--- config.mk ---
export PLATFORM = sky130hd
export DESIGN_NAME = dmem_bus_bridge
export DESIGN_NICKNAME = d
export VERILOG_FILES = /design/src/rtl/dmem_bus_bridge.sv
export SDC_FILE = /design/constraint.sdc
export NUM_CORES = 1
export LEC_CHECK = 0
export BUFFER_PORTS_ARGS = -buffer_cell sky130_fd_sc_hd__clkbuf_2
export CAP_MARGIN = 20
export CORE_ASPECT_RATIO = 1.2
export CORE_MARGIN = 5
export CORE_UTILIZATION = 45
export CTS_BUF_LIST = sky130_fd_sc_hd__clkbuf_8
export CTS_CLUSTER_DIAMETER = 200
export DETAILED_ROUTE_END_ITERATION = 10
export GPL_TIMING_DRIVEN = 0
export PLACE_DENSITY_LB_ADDON = 0.15
export SLEW_MARGIN = 25
export SYNTH_ARGS = -nofsm -noshare
export SYNTH_HDL_FRONTEND = slang
export SYNTH_SLANG_ARGS = --single-unit
--- constraint.sdc ---
create_clock -name clk -period 2.1 [get_ports clk]
set_input_delay 0.315 -clock clk [delete_from_list [all_inputs] [get_ports clk]]
set_output_delay 0.315 -clock clk [all_outputs]
set_load 0.05 [all_outputs]
--- src/rtl/dmem_bus_bridge.sv ---
// MEM-stage to request/response bus bridge: one outstanding access, pipeline
// stall while busy, and a sticky timeout fault that records the first failing address.
module dmem_bus_bridge #(
    parameter int unsigned TIMEOUT_CYCLES = 16
) (
    input  logic        clk,
    input  logic        reset,
    input  logic [31:0] mem_addr,
    input  logic [31:0] mem_data_out,
    input  logic        mem_read_en,
    input  logic        mem_write_en,
    input  logic [3:0]  byte_enable,
    output logic [31:0] mem_data_in,
    output logic        stall,
    output logic        bus_req_valid,
    input  logic        bus_req_ready,
    output logic        bus_we,
    output logic [31:0] bus_addr,
    output logic [31:0] bus_wdata,
    output logic [3:0]  bus_be,
    input  logic        bus_rsp_valid,
    input  logic [31:0] bus_rdata,
    output logic        fault,
    output logic [31:0] fault_addr
);

    typedef enum logic [1:0] {IDLE, REQ, WAIT_RSP, DONE} state_t;

    state_t      state, state_nxt;
    logic [31:0] cap_addr;
    logic [7:0]  tmo_cnt;
    logic        mem_req, busy, rsp_done, tmo_hit;

    assign mem_req  = mem_read_en | mem_write_en;
    assign busy     = (state == REQ) || (state == WAIT_RSP);
    assign rsp_done = (state == WAIT_RSP) && bus_rsp_valid;
    // A response on the expiring edge still counts as a normal completion.
    assign tmo_hit  = busy && (tmo_cnt == 8'(TIMEOUT_CYCLES - 1)) && !rsp_done;
    assign bus_addr = {cap_addr[31:2], 2'b00};

    always_ff @(posedge clk or negedge reset) begin
        if (!reset) state <= IDLE;
        else        state <= state_nxt;
    end

    always_comb begin
        state_nxt = state;
        case (state)
            IDLE:     if (mem_req) state_nxt = REQ;
            REQ:      if (tmo_hit) state_nxt = DONE;
                      else if (bus_req_ready) state_nxt = WAIT_RSP;
            WAIT_RSP: if (rsp_done || tmo_hit) state_nxt = DONE;
            DONE:     state_nxt = IDLE;
            default:  state_nxt = IDLE;
        endcase
    end

    always_comb begin
        stall         = 1'b0;
        bus_req_valid = 1'b0;
        case (state)
            IDLE:     stall = mem_req;
            REQ:      begin stall = 1'b1; bus_req_valid = 1'b1; end
            WAIT_RSP: stall = 1'b1;
            default:  stall = 1'b0;
        endcase
    end

    always_ff @(posedge clk or negedge reset) begin
        if (!reset) begin
            cap_addr    <= '0;
            bus_wdata   <= '0;
            bus_be      <= '0;
            bus_we      <= 1'b0;
            tmo_cnt     <= '0;
            mem_data_in <= '0;
            fault       <= 1'b0;
            fault_addr  <= '0;
        end else begin
            // Payload is only captured in IDLE, so it is frozen for the whole access.
            if (state == IDLE && mem_req) begin
                cap_addr  <= mem_addr;
                bus_wdata <= mem_data_out;
                bus_be    <= byte_enable;
                bus_we    <= mem_write_en;
                tmo_cnt   <= '0;
            end else if (busy) begin
                tmo_cnt <= tmo_cnt + 8'd1;
            end

            if (rsp_done)
                mem_data_in <= bus_we ? 32'h0 : bus_rdata;
            else if (tmo_hit)
                mem_data_in <= 32'h0;

            if (tmo_hit) begin
                fault <= 1'b1;
                if (!fault) fault_addr <= cap_addr;
            end
        end
    end

endmodule

==> impl_results.md <==
- Starting density of the core: a little under half
- Placed cell areas: 7240 um^2
- Top cell type's share of synthesized area: 62.1%
- Post-synth cell types: 34
- Post-Route Utilization: 62.9%
- Reg-to-reg slack, setup: a little over 0.1 ns
- Power Density: approximately 1800 nW/um^2
- Cells after Synth: 530
- GRT Total Usage: 20.4%
- Post-Syn Area per Cell: 10.9 um^2
- CORE AREA: about 13000 um^2
- Max-cap violation count: 0
- Share of cells above drive strength 1: 46.0%
- Buffers added on ports: 239
- CP Capture Point: fault_addr[13]$_DFFE_PN0P_
- Worst vdd ir: 1020 uV
- Top Ports: 242
- Status: finished, final reports clean
- Initial DRC count: between 150 and 200
- Die Width: about 110 um
- Largest net degree at the start of global routing: 75
- Area contributors post-synth: dfrtp_1 (62%), nand2_1 (14%), mux2_2 (5.8%)
- Final Hold Fails: 0
- FF+latch area: 3600 um^2
- LEAKAGE: 4.52 nW
- Number of global-route vias before repair: roughly 5000
- Reg2reg end: fault_addr[13]$_DFFE_PN0P_
- First-pass GRT wire length: 24.4 mm
- Layout area overhead: 37.5%
- Footprint of the multi-input gates: 1890 um^2
- Worst hold path startpoint: mem_addr[30]
- Layout Nets: 921
- Vias per cell: 4.72
- RSZ-0062 raised after global routing: no
- Final Total Pwr: 14.4 mW
- Peak fanout along the critical path: 5
- GPL Wtd Cong: roughly 0.81
- Latest clock arrival within the worst-skew pair: 0.44 ns
- Slew Limit Fails: 0
- Total number of vias: 4650
- Syn. warnings: 0
- Yosys reg bits: 144
- Sequential-to-total area share from yosys stat: about 62%
- Data required, critical path: around 2.4 ns
- Clk buf depth: 2
- Crit end category: register
- Total of fill cells in the finished design: 1093
- Worst Path Class, Setup: reg2reg
- Mapped Area: 5800 um^2
- TritonCTS Sinks: 144
- Final HPWL DP: 11.2 mm
- Clock Skew: 0.0105 ns
- Clk root buf: clkbuf_8
- Routed len/inst: between 15 and 20 um
- Reg2reg path depth: 9
- Slew headroom: 58.3%
- Cell taking the most area after synthesis: dfrtp_1
- Fmax: 0.501 GHz
- CTS tree: built
- Pre-CTS WS: -0.213 ns
- Hold Path Class: in2reg
- Final Cycle Share: between 90% and 100%
- CP startpoint: state[0]$_DFFE_PN0P_
- Initial antenna violation count: 0
- Final Cell Area: around 8000 um^2
- CP startpoint kind: register
- Rows: 45
- Hold slack: about 0.057 ns
- Final wirelength: 15.4 mm
- Fin crit period: 2.00 ns
- Grt ovf: 0
- Final Setup Violations: 0
- Die Span Y: 134 um
- Residual DRC: 0
- Die ar.: 15300 um^2
- CTS buffer count: 17
- CTS H-tree depth: 4
- Final worst slack: 0.104 ns
- Worst R2R Start: state[0]$_DFFE_PN0P_
- Ant. Diodes: 0
- Worst-Margin Slew: 0.622 ns
- DRT antenna net count: 0
- Drt pass-1 iters: 4
- WP data arrival: between 2 and 2.5 ns
- CTS clk-pin slew, worst paths: around 0.08 ns
-- layer usage --
metal | GRT usage (%) | share of wire (%) | vias to the layer above
met5 | 0 | 0 | -
met4 | 8.82 | 3.2 | 0
met3 | 5.87 | 5.4 | 33
met2 | 35.2 | 53 | 138
met1 | 23.4 | 38 | 2242
li1 | - | - | 2237
-- registers in the layout, indices dropped and copies added (netlist names) --
signal	count
mem_data_in	32
bus_be	4
fault	1
cap_addr	32
tmo_cnt	8
state	2
bus_we	1
bus_wdata	32
fault_addr	32
-- area by class of cell --
type,count,area share [%]
Buffer,54,4.71
Clock inverter,13,1.73
Timing Repair Buffer,263,18.6
Sequential cell,144,45.2
Clock buffer,19,3.28
Inverter,3,0.141
Tap cell,164,2.57
Multi-Input combinational cell,326,23.7
-- kinds of logic (layout without fill, tap and decap cells) --
kind of cell	Yosys count	count (layout)	synth area share (%)
AOI/OAI and AO/OA	41	41	5.83
xor gates and xnor gates	7	7	1.06
adders and majority gates	6	6	1.29
buffers and inverters	61	352	6.56
DFF	144	144	62.1
muxes	33	33	6.39
other	1	2	0.0647
and+or+nand+nor	237	237	16.7
-- worst max-delay path, stage by stage (launching register included) --
cell       delay (ns)
dfrtp_1          0.37
inv_2            0.06
ha_4             0.27
and4_4           0.21
and2_4           0.15
nand2_4          0.07
nor2_8           0.13
buf_12           0.15
clkbuf_16        0.14
mux2_2           0.33
-- worst min path at each step --
stage	endpoint	slack (ns)	cells past startpoint
floorplan	bus_be[0]$_DFFE_PN0P_	0.02	0
global placement	cap_addr[1]$_DFFE_PN0P_	0.46	2
detailed placement	cap_addr[10]$_DFFE_PN0P_	0.37	1
CTS	cap_addr[4]$_DFFE_PN0P_	0.03	3
global route	cap_addr[4]$_DFFE_PN0P_	0.03	3
finish	cap_addr[30]$_DFFE_PN0P_	0.06	3
-- timing repair --
| action | CTS | global route |
|---|---|---|
| hold endpoints to repair | 70 | 0 |
| gates cloned | 1 | 2 |
| buffers inserted | 13 | 6 |
| hold buffers | 1 | 0 |
| pin swaps | 1 | 3 |
| setup endpoints to repair | 86 | 64 |
| resized for setup | 17 | 22 |
-- cells in the final DEF, fill, tap and decap left out, types with 2 or more instances in the layout --
cell | synthesis | routed
clkbuf_2 | 0 | 241
nand2_1 | 211 | 211
dfrtp_1 | 144 | 144
buf_4 | 33 | 48
a22o_1 | 32 | 32
clkbuf_8 | 0 | 20
mux2_2 | 30 | 18
mux2_4 | 0 | 13
nor2_1 | 13 | 12
clkbuf_1 | 15 | 9
ha_1 | 6 | 5
clkinvlp_4 | 0 | 5
xor2_1 | 4 | 4
buf_1 | 3 | 3
buf_12 | 0 | 3
xnor2_1 | 3 | 3
nand2b_1 | 3 | 3
buf_2 | 4 | 3
inv_2 | 0 | 2
inv_1 | 3 | 2
nand4_1 | 2 | 2
a21oi_1 | 2 | 2
o21ai_0 | 2 | 2
conb_1 | 1 | 2
bufinv_16 | 0 | 2
inv_6 | 0 | 2
clkinv_2 | 0 | 2
buf_16 | 0 | 2
clkbuf_16 | 0 | 2
buf_6 | 3 | 2
-- power by group --
group / switching [mW] / internal [mW]
clock network: 1.06 / 1.12
registers: 0.660 / 3.85
logic: 5.58 / 2.12
total: 7.31 / 7.09
-- through the flow --
stage	std cells	TNS, ns
CTS	981	-0.288
global placement	934	-237.08
detailed placement	935	-9.10
finish	986	0
floorplan	531	0
global route	986	0
-- Yosys cell counts (all sizes together) --
library cell  instances
a21oi                 3
a22o                 32
a22oi                 1
a311oi                1
and2                  1
and4                  1
buf                  43
clkbuf               15
conb                  1
dfrtp               144
ha                    6
inv                   3
mux2                 32
mux2i                 1
nand2               212
nand2b                3
nand3                 1
nand4                 2
nor2                 14
nor3b                 1
nor4                  2
o21a                  1
o21ai                 3
xnor2                 3
xor2                  4
Power figures use the tool's default switching activity.
